$ cat src/rtl/fifo_drain_pkg.sv
// fifo_drain_pkg: shared states, skid depth and default widths for the FIFO read drainer
package fifo_drain_pkg;
  typedef enum logic [1:0] {IDLE = 2'd0, ACTIVE = 2'd1, DRAIN = 2'd2} state_t;
  localparam int SKID_DEPTH = 3;
  localparam int FIFO_WIDTH_DEF = 16;
  localparam int CNT_WIDTH_DEF = 16;
endpackage

$ cat src/rtl/fifo_read_drainer_if.sv
// fifo_read_drainer_if: FIFO read port plus downstream valid/ready stream
interface fifo_read_drainer_if
  import fifo_drain_pkg::*;
#(
  parameter int W = FIFO_WIDTH_DEF
);
  logic fifo_empty;
  logic fifo_underflow;
  logic [W-1:0] fifo_dout;
  logic fifo_rd_en;
  logic m_valid;
  logic [W-1:0] m_data;
  logic m_ready;
  modport master (
    input fifo_empty, fifo_underflow, fifo_dout, m_ready,
    output fifo_rd_en, m_valid, m_data
  );
  modport slave (
    output fifo_empty, fifo_underflow, fifo_dout, m_ready,
    input fifo_rd_en, m_valid, m_data
  );
endinterface

$ cat src/rtl/fifo_skid_buffer.sv
// fifo_skid_buffer: small register FIFO with push/pop/count; pop on empty is ignored
module fifo_skid_buffer
  import fifo_drain_pkg::*;
#(
  parameter int W = FIFO_WIDTH_DEF,
  parameter int DEPTH = SKID_DEPTH,
  localparam int PW = $clog2(DEPTH),
  localparam int CW = $clog2(DEPTH + 1)
) (
  input  logic clk,
  input  logic rst,
  input  logic push,
  input  logic [W-1:0] din,
  input  logic pop,
  output logic [W-1:0] dout,
  output logic [CW-1:0] count
);
  logic [W-1:0] mem [DEPTH];
  logic [PW-1:0] wr_ptr, rd_ptr;
  logic do_pop;
  function automatic logic [PW-1:0] nxt(input logic [PW-1:0] p);
    return (p == PW'(DEPTH - 1)) ? '0 : p + 1'b1;
  endfunction
  assign do_pop = pop && (count != '0);
  assign dout = mem[rd_ptr];
  always_ff @(posedge clk) begin
    if (rst) begin
      for (int i = 0; i < DEPTH; i++) mem[i] <= '0;
      wr_ptr <= '0;
      rd_ptr <= '0;
      count <= '0;
    end else begin
      if (push) mem[wr_ptr] <= din;
      if (push) wr_ptr <= nxt(wr_ptr);
      if (do_pop) rd_ptr <= nxt(rd_ptr);
      count <= count + CW'(push) - CW'(do_pop);
    end
  end
endmodule

$ cat src/rtl/fifo_read_drainer.sv
// fifo_read_drainer: issues FIFO reads, absorbs the registered read latency and
// re-presents words on a valid/ready stream without a ready-to-rd_en path
module fifo_read_drainer
  import fifo_drain_pkg::*;
#(
  parameter int FIFO_WIDTH = FIFO_WIDTH_DEF,
  parameter int CNT_WIDTH = CNT_WIDTH_DEF
) (
  input  logic clk,
  input  logic rst,
  input  logic enable,
  fifo_read_drainer_if.master bus,
  output logic busy,
  output logic [CNT_WIDTH-1:0] rd_count,
  output logic err_underflow
);
  localparam int CW = $clog2(SKID_DEPTH + 1);
  state_t state, state_nx;
  logic pending;
  logic rd_en;
  logic valid;
  logic pop;
  logic [CW-1:0] count;
  logic [CW:0] occ;
  logic [FIFO_WIDTH-1:0] data;
  fifo_skid_buffer #(.W(FIFO_WIDTH), .DEPTH(SKID_DEPTH)) u_skid (
    .clk(clk),
    .rst(rst),
    .push(pending),
    .din(bus.fifo_dout),
    .pop(pop),
    .dout(data),
    .count(count)
  );
  always_ff @(posedge clk) begin
    if (rst) begin
      state <= IDLE;
      pending <= 1'b0;
      rd_count <= '0;
      err_underflow <= 1'b0;
    end else begin
      state <= state_nx;
      pending <= rd_en;
      rd_count <= rd_count + CNT_WIDTH'(pop);
      err_underflow <= err_underflow | bus.fifo_underflow;
    end
  end
  // occupancy counts the word already in flight so the buffer can never overflow
  always_comb begin
    occ = {1'b0, count} + (CW + 1)'(pending);
    valid = count != '0;
    pop = valid && bus.m_ready;
    rd_en = (state == ACTIVE) && !bus.fifo_empty && (occ < (CW + 1)'(SKID_DEPTH));
    busy = state != IDLE;
    state_nx = (state == IDLE)   ? (enable ? ACTIVE : IDLE) :
               (state == ACTIVE) ? (enable ? ACTIVE : DRAIN) :
               (state == DRAIN)  ? (enable ? ACTIVE : ((!pending && count == '0) ? IDLE : DRAIN)) :
                                   IDLE;
  end
  assign bus.fifo_rd_en = rd_en;
  assign bus.m_valid = valid;
  assign bus.m_data = data;
  a_no_overflow: assert property (@(posedge clk) disable iff (rst) occ <= (CW + 1)'(SKID_DEPTH));
endmodule
$ cat src/flat_wrapper.sv
// flat-port wrapper written by rule: the top's interface ports become plain ports
module fifo_read_drainer_flat import fifo_drain_pkg::*;
#(
  parameter int FIFO_WIDTH = FIFO_WIDTH_DEF,
  parameter int CNT_WIDTH = CNT_WIDTH_DEF
)
  (clk, rst, enable, busy, rd_count, err_underflow, bus_fifo_empty, bus_fifo_underflow, bus_fifo_dout, bus_m_ready, bus_fifo_rd_en, bus_m_valid, bus_m_data);
  fifo_read_drainer_if bus_i ();
  input  logic clk;
  input  logic rst;
  input  logic enable;
  output logic busy;
  output logic [CNT_WIDTH-1:0] rd_count;
  output logic err_underflow;
  input wire logic [$bits(bus_i.fifo_empty)-1:0] bus_fifo_empty;
  input wire logic [$bits(bus_i.fifo_underflow)-1:0] bus_fifo_underflow;
  input wire logic [$bits(bus_i.fifo_dout)-1:0] bus_fifo_dout;
  input wire logic [$bits(bus_i.m_ready)-1:0] bus_m_ready;
  output wire logic [$bits(bus_i.fifo_rd_en)-1:0] bus_fifo_rd_en;
  output wire logic [$bits(bus_i.m_valid)-1:0] bus_m_valid;
  output wire logic [$bits(bus_i.m_data)-1:0] bus_m_data;
  assign bus_i.fifo_empty = bus_fifo_empty;
  assign bus_i.fifo_underflow = bus_fifo_underflow;
  assign bus_i.fifo_dout = bus_fifo_dout;
  assign bus_i.m_ready = bus_m_ready;
  assign bus_fifo_rd_en = bus_i.fifo_rd_en;
  assign bus_m_valid = bus_i.m_valid;
  assign bus_m_data = bus_i.m_data;
  fifo_read_drainer #(.FIFO_WIDTH(FIFO_WIDTH), .CNT_WIDTH(CNT_WIDTH)) u_core (.clk(clk), .rst(rst), .enable(enable), .bus(bus_i), .busy(busy), .rd_count(rd_count), .err_underflow(err_underflow));
endmodule
$ cat config.mk
export PLATFORM = sky130hd
export DESIGN_NAME = fifo_read_drainer_flat
export DESIGN_NICKNAME = d
export VERILOG_FILES = /design/src/rtl/fifo_drain_pkg.sv /design/src/rtl/fifo_read_drainer_if.sv /design/src/rtl/fifo_skid_buffer.sv /design/src/rtl/fifo_read_drainer.sv /design/src/flat_wrapper.sv
export SDC_FILE = /design/constraint.sdc
export NUM_CORES = 1
export LEC_CHECK = 0
export CAP_MARGIN = 25
export CORE_UTILIZATION = 40
export DETAILED_ROUTE_END_ITERATION = 7
export PLACE_DENSITY_LB_ADDON = 0.12
export SLEW_MARGIN = 0
export SYNTH_ARGS = -nofsm -noshare
export SYNTH_HDL_FRONTEND = slang
export SYNTH_SLANG_ARGS = --single-unit
$ cat constraint.sdc
create_clock -name clk -period 4.8 [get_ports clk]
set_clock_uncertainty 0.2 [all_clocks]
set_input_delay 0.48 -clock clk [delete_from_list [all_inputs] [get_ports clk]]
set_output_delay 0.48 -clock clk [all_outputs]
set_load 0.02 [all_outputs]
==> metrics.txt, run 1 <==
status completed; post-synthesis sequential area ratio 63.4%; initial antenna violation count 0; area of the multi-input gates 1360 sq um; clk root buf clkbuf_8; most numerous cell in the Yosys netlist edfxtp_1; Buf/Inv on CP 1; starting density of the core 41.8%; Tot Pwr 1.68 mW; Yosys Warn Count 0; gr usage total 15.1%; Final Setup Violations 0; worst-skew pair later-pin latency 0.34 ns; area share of the leading cell type in the synthesized netlist 49.1%; Detailed Route WL 6990 um; antenna cells 0; crit path max-delay cell type dfxtp_1; main flop type after synthesis edfxtp_1; number of global-route vias before repair 2,213; CTS Buf Count 9; Synth Net Count 298; Critical Path Fanout Max 16; GP Congestion 0.718; setup ws final 1.94 ns; critical path data required time 4.12 ns; Min Clock Period, post-route 2.86 ns; PortBufs 57; vias per std cell 4.84; vias post-DR 2,241; Congestion Overflow GR 0; Slew headroom 37.9%; First-pass DRT Iterations 4; CTS Hold Bufs 0; initial drt markers 58; Die W 101 um; synth unique cells 40; syn_area_per_cell 14.5 sq um; fraction of layout cells with a size suffix above 1 14.1%; nets 358; fmax 350 MHz; GR peak layer met2; final period utilization 59.6%; global-route wire length before repair 11,300 um; Row Count 35; DRC errors left 0; max incr delay on CP 0.84 ns; RSZ-0062 raised after global routing false; Seq cells post-synth 92; largest net degree at the start of global routing 28; CP arrival 2.18 ns; Worst Path Class, Setup reg -> out; grt met1 use 19.1%; pwr/cell area 353 nW/um^2; die area 10,200 sq um; filler instances 841; Max-Cap Viols 0; Die H 101 um; commonest cells in the netlist 64 x edfxtp_1, 48 x and2_1, 28 x dfxtp_1; Setup crit start kind flop; Hold Path Class reg -> reg; Crit. End Element output pin; Leak 1.67 nW; dpl hpwl 4570 um; CTS clock-pin slew for the worst setup and hold paths 0.08 ns; Worst Setup Slack post-DPL 1.74 ns; final antenna-violating net count 0; wire per inst 15.1 um; worst slew pin tran 0.931 ns; final hold violations 0; async set-reset flop share out of synthesis 0%; kind of cell adding the most delay to the critical path flip-flops; synth-to-layout area growth 21.7%; cell accounting for the most synthesized area edfxtp_1; Reg area 2480 sq um; # Post-CTS Setup Buffers 0; num ports 58; GR Util met3 3.33%; Gate Count Post-Synth 270; fin. max-slew vios 0; CTS max path bufs 2; H-tree Lvls 3; Core Box Area 9370 sq um; Post-synth EDFFs 64; top post-synthesis cells by area edfxtp_1 49%, dfxtp_1 14%, mux4_2 9.2%, and2_1 7.7%, ha_1 1.9%; critical path cell sequence mux4_2 > clkdlybuf4s50_1; Setup Total Neg Slack 0 ns; clk sinks 92; TritonCTS clock tree built; # resized after CTS 0; synthesized cell area 3910 sq um; met2 Track Usage GR 24.8%; VDD IR-drop max 0.192 mV
## worst paths after layout
kind | depth (start not counted) | slack (ns) | endpoint | from
max reg2reg | 4 | 2.38 | u_core.u_skid.mem[2][11]$_SDFFCE_PN0P_ | u_core.pending$_SDFF_PP0_
min reg2reg | 2 | 0.27 | u_core.err_underflow$_SDFF_PP0_ | u_core.err_underflow$_SDFF_PP0_
min | 2 | 0.27 | u_core.err_underflow$_SDFF_PP0_ | u_core.err_underflow$_SDFF_PP0_
max | 2 | 1.94 | bus_m_data[5] | flop
## logic make-up (layout without fill, tap and decap cells)
| logic type | after synthesis | after routing | synth area share [%] |
|---|---|---|---|
| XOR/XNOR | 14 | 14 | 3.13 |
| multiplexers | 16 | 16 | 9.21 |
| flip-flops | 92 | 92 | 63.4 |
| adder cells (fa/ha/maj) | 6 | 6 | 1.92 |
| AND/OR/NAND/NOR | 114 | 114 | 18.4 |
| buffers and inverters | 15 | 79 | 1.73 |
| AO/OA/AOI/OAI | 13 | 13 | 2.14 |
## registers in the layout, summed over array words and instances (netlist names), named ones only
name                  cells
u_core.state              2
u_core.u_skid.rd_ptr      2
u_core.err_underflow      1
u_core.u_skid.wr_ptr      2
u_core.pending            1
u_core.rd_count          16
u_core.u_skid.count       2
u_core.u_skid.mem        64
## cells in the final DEF (no fill, tap or decap), types with 7 or more instances in the layout
cell / n
and2_1: 48
clkbuf_8: 9
clkdlybuf4s50_1: 57
dfxtp_1: 28
edfxtp_1: 64
mux4_2: 16
nand2_1: 7
nor2_1: 20
xnor2_1: 7
xor2_1: 7
## stage by stage
stage	util (%)	area, sq um	cells	hold WS, ns
2_1_floorplan	-	3910	270	0.233
3_3_place_gp	49.2	4610	448	0.249
3_5_place_dp	49.2	4610	448	0.259
4_1_cts	50.8	4760	463	0.273
5_1_grt	50.8	4760	463	0.293
6_report	50.8	4760	463	0.266
## where the power goes
group	leakage [nW]	total, mW	internal [mW]	switching [mW]
registers	0.867	0.902	0.881	0.0213
logic	0.724	0.345	0.184	0.160
clock network	0.0762	0.434	0.185	0.249
total	1.67	1.68	1.25	0.431
## routing by layer
metal	wire, um	vias to the layer above
met5	0	-
met4	117	0
met3	303	9
met2	3380	51
met1	3190	1084
li1	-	1097
## cell type report
cell class	instances	share of cell area (%)
clock inverter	3	0.368
inverter	5	0.394
tap	129	3.39
clock buffer	12	2.84
timing repair buffer	59	12.3
multi-input combinational	163	28.6
sequential	92	52.1
## worst register-to-register path: stages (launching register included)
cell and delay, ns:
dfxtp_1 0.40, inv_2 0.12, nor2_1 0.13, and3b_1 0.52, or2_1 0.68
Note: power is estimated with default switching activity, not from simulation.
==> inputs of run 2 (changes only) <==
==> constraint.sdc (replaced) <==
create_clock -name clk -period 2.3 [get_ports clk]
set_clock_uncertainty 0.2 [all_clocks]
set_input_delay 0.23 -clock clk [delete_from_list [all_inputs] [get_ports clk]]
set_output_delay 0.23 -clock clk [all_outputs]
set_load 0.02 [all_outputs]
==> metrics.txt, run 2 (same netlist as run 1, synthesis figures left out) <==
status completed; RSZ-0062 raised after global routing false; wire per inst 15.4 um; final period utilization 96.5%; hold path depth 3; die area 10,200 sq um; fraction of layout cells with a size suffix above 1 17.9%; fmax 451 MHz; Min Clock Period, post-route 2.22 ns; Hold Path Class in -> reg; WHS 0.244 ns; Top reg by flops u_core.u_skid.mem; worst-skew pair later-pin latency 0.35 ns; Die H 101 um; CP arrival 1.79 ns; TritonCTS clock tree built; r2r startpoint u_core.pending$_SDFF_PP0_; gr usage total 15.7%; worst slew pin tran 0.795 ns; CTS clock-pin slew for the worst setup and hold paths 0.09 ns; Slew headroom 47.0%; commonest non-fill, non-tap cells in the layout 64 x edfxtp_1, 48 x and2_1, 40 x clkdlybuf4s50_1; max reg flops 64; Die W 101 um; CTS Hold Bufs 0; vias per std cell 4.78; Detailed Route WL 7320 um; initial drt markers 58; setup ws final 0.0812 ns; commonest non-fill, non-tap cell in the layout edfxtp_1; critical path data required time 1.87 ns; Crit. End Element output pin; Worst R2R Setup Slack 0.23 ns; num ports 58; vias post-DR 2,272; dpl hpwl 4620 um; Critical Path Fanout Max 16; nets 369; synth-to-layout area growth 25.3%; area of the multi-input gates 1360 sq um; CTS max path bufs 2; Row Count 35; H-tree Lvls 3; pwr/cell area 754 nW/um^2; Leak 1.80 nW; Worst R2R End u_core.u_skid.mem[2][7]$_SDFFCE_PN0P_; clk sinks 92; Setup crit start kind flop; PortBufs 57; largest net degree at the start of global routing 28; Worst Setup Slack post-DPL 0.0141 ns; VDD IR-drop max 0.568 mV; antenna cells 0; Congestion Overflow GR 0; Core Box Area 9370 sq um; Final Setup Violations 0; Worst Path Class, Setup reg -> out; filler instances 853; starting density of the core 41.8%; fin. max-slew vios 0; final antenna-violating net count 0; # Post-CTS Setup Buffers 0; R2R cell count 5; CTS Buf Count 9; DRC errors left 0; initial antenna violation count 0; First-pass DRT Iterations 4; final hold violations 0; Reg area 2480 sq um; clk root buf clkbuf_8; # resized after CTS 20; Setup Total Neg Slack 0 ns; GP Congestion 0.767; global-route wire length before repair 11,800 um; Max-Cap Viols 0; top flop regs u_core.u_skid.mem x64, u_core.rd_count x16; Setup crit end bus_m_data[8]; number of global-route vias before repair 2,283
==> run 2: cell types whose count changed in the layout (fill, tap and decap cells not counted) <==
cell | before | now
inv_6 | 0 | 3
clkinv_4 | 0 | 1
clkinvlp_4 | 1 | 0
clkinv_1 | 0 | 1
buf_4 | 2 | 10
clkbuf_1 | 3 | 0
clkinv_2 | 2 | 1
buf_12 | 0 | 3
buf_2 | 0 | 1
bufinv_16 | 0 | 1
clkdlybuf4s50_1 | 57 | 40
dlygate4sd2_1 | 0 | 16
==> run 2: layout make-up <==
| type | count | area share (%) |
|---|---|---|
| sequential | 92 | 50.6 |
| multi-input combinational | 163 | 27.8 |
| timing repair buffer | 70 | 13.9 |
| tap | 129 | 3.29 |
| clock buffer | 9 | 2.53 |
| clock inverter | 7 | 1.51 |
| inverter | 5 | 0.383 |
==> run 2: where the power goes <==
part / switching (mW) / leakage (nW) / internal (mW)
clock network: 0.583 / 0.102 / 0.511
registers: 0.0416 / 0.867 / 1.84
logic: 0.353 / 0.834 / 0.371
==> run 2: through the flow <==
stage	power, mW	instances	util, %	cell area (sq um)
6_report	3.70	475	52.3	4900
5_1_grt	3.86	475	52.3	4900
4_1_cts	3.75	475	52.4	4910
3_5_place_dp	2.71	459	50.5	4730
3_3_place_gp	2.70	459	50.5	4730
2_1_floorplan	2.37	270	-	3910
==> run 2: worst min path at each step <==
stage | from | endpoint
after floorplan | enable | u_core.state[1]$_SDFF_PP0_
after global placement | u_core.err_underflow$_SDFF_PP0_ | u_core.err_underflow$_SDFF_PP0_
after detailed placement | u_core.err_underflow$_SDFF_PP0_ | u_core.err_underflow$_SDFF_PP0_
after CTS | enable | u_core.state[0]$_SDFF_PP0_
after global routing | enable | u_core.state[0]$_SDFF_PP0_
final | enable | u_core.state[0]$_SDFF_PP0_
==> run 2: critical path, stage by stage (launching register included) <==
cell           delay, ns
dfxtp_1             0.37
buf_12              0.20
mux4_2              0.53
dlygate4sd2_1       0.34
==> run 2: metal layers <==
metal | track usage (%) | part of all wire, % | vias up
met5 | 0 | 0 | -
met4 | 5.02 | 1.3 | 0
met3 | 4.58 | 4.9 | 8
met2 | 25.4 | 48 | 52
met1 | 20.2 | 46 | 1095
li1 | - | - | 1117
==> inputs of run 3 (changes only) <==
--- a/config.mk
+++ b/config.mk
@@ -6,6 +6,7 @@
 export NUM_CORES = 1
 export LEC_CHECK = 0
 export CAP_MARGIN = 25
+export CORE_MARGIN = 2
 export CORE_UTILIZATION = 40
 export DETAILED_ROUTE_END_ITERATION = 7
 export PLACE_DENSITY_LB_ADDON = 0.12
==> metrics.txt, run 3 (same netlist as run 1, synthesis figures left out) <==
# Post-CTS Setup Buffers 0; global-route wire length before repair 11,500 um; top flop regs u_core.u_skid.mem x64, u_core.rd_count x16; fraction of layout cells with a size suffix above 1 17.1%; Slew headroom 69.2%; Final Setup Violations 0; worst-skew pair later-pin latency 0.34 ns; Placed Cells 462; kind of cell adding the most delay to the critical path buffers and inverters; TritonCTS clock tree built; status completed; Detailed Route WL 7220 um; clk sinks 92; First-pass DRT Iterations 4; fmax 455 MHz; final std cells w/o fill 478; max reg flops 64; critical path cell sequence buf_12 > mux4_2 > dlygate4sd2_1; Die W 103 um; CTS max path bufs 2; die area 10,600 sq um; initial drt markers 91; DRC errors left 0; Top reg by flops u_core.u_skid.mem; clk root buf clkbuf_8; number of global-route vias before repair 2,296; Die H 103 um; gr usage total 14.8%; Row Count 36; commonest non-fill, non-tap cell in the layout edfxtp_1; Leak 1.79 nW; crit path max-delay cell type mux4_2; CP arrival 1.77 ns; num ports 58; final hold violations 0; final period utilization 95.6%; max incr delay on CP 0.53 ns; Buf/Inv on CP 2; Top Metal Used met4; CTS clock-pin slew for the worst setup and hold paths 0.09 ns; H-tree Lvls 3; commonest non-fill, non-tap cells in the layout 64 x edfxtp_1, 48 x and2_1, 40 x clkdlybuf4s50_1; dpl hpwl 4420 um; antenna cells 0; Core Box Area 9640 sq um; # resized after CTS 20; wire per inst 15.1 um; PortBufs 57; vias per std cell 4.80; Congestion Overflow GR 0; GP Congestion 0.705; met2 WL 3600 um; Worst Path Class, Setup reg -> out; VDD IR-drop max 0.417 mV; largest net degree at the start of global routing 28; starting density of the core 40.6%; initial antenna violation count 0; Critical Path Fanout Max 16; nets 368; Setup crit start kind flop; Crit. End Element output pin; Hold Path Class in -> reg; final antenna-violating net count 0; pwr/cell area 744 nW/um^2; setup ws final 0.102 ns; fin. max-slew vios 0; synth-to-layout area growth 24.9%; post-layout util 50.7%; CTS Hold Bufs 0; M1 WL 3100 um; Max-Cap Viols 0; RSZ-0062 raised after global routing false; vias post-DR 2,293; critical path data required time 1.87 ns; worst slew pin tran 0.462 ns; Worst Setup Slack post-DPL -0.00854 ns; Min Clock Period, post-route 2.20 ns; CTS Buf Count 9; met3 routed WL 423 um
run 3: layout make-up:
cell class	count	area, sq um
inverters	5	18.8
fillers	886	4750
flip-flops and latches	92	2480
clock inverters	4	48.8
clock buffers	12	135
multi-input cells	163	1360
repair buffers	69	673
well taps	133	166
run 3: worst paths after layout:
check	start	to	slack (ns)	cells past startpoint
worst max-delay path	flop	bus_m_data[5]	0.10	3
worst min-delay path	bus_fifo_underflow	u_core.err_underflow$_SDFF_PP0_	0.26	3
worst max register to register	u_core.u_skid.count[1]$_SDFF_PP0_	u_core.rd_count[14]$_SDFF_PP0_	0.26	8
worst min register to register	u_core.err_underflow$_SDFF_PP0_	u_core.err_underflow$_SDFF_PP0_	0.27	2
run 3: layer usage:
layer  vias up  global-route usage (%)
met5         -                       0
li1       1118                       -
met3         8                    3.53
met1      1110                    18.4
met4         0                    5.47
met2        57                    25.3
run 3: through the flow:
step,cell area (sq um),setup TNS (ns),hold WS (ns),power (mW)
6_report,4890,0,0.259,3.64
5_1_grt,4890,0,0.265,3.82
4_1_cts,4890,0,0.247,3.70
3_5_place_dp,4730,-0.00854,0.263,2.70
3_3_place_gp,4730,0,0.249,2.70
2_1_floorplan,3910,0,0.108,2.37
run 3: worst register-to-register path: cells and delay by family (launching register included):
family | cells | cell delay (ns)
adders and majority gates | 2 | 0.43
AOI/OAI and AO/OA | 1 | 0.27
and+or+nand+nor | 3 | 0.41
buffers and inverters | 1 | 0.10
xor gates and xnor gates | 1 | 0.16
DFF | 1 | 0.36
run 3: where the power goes:
part | switching (mW) | internal (mW) | total, mW
logic | 0.345 | 0.369 | 0.714
registers | 0.0411 | 1.84 | 1.88
clock network | 0.539 | 0.504 | 1.04
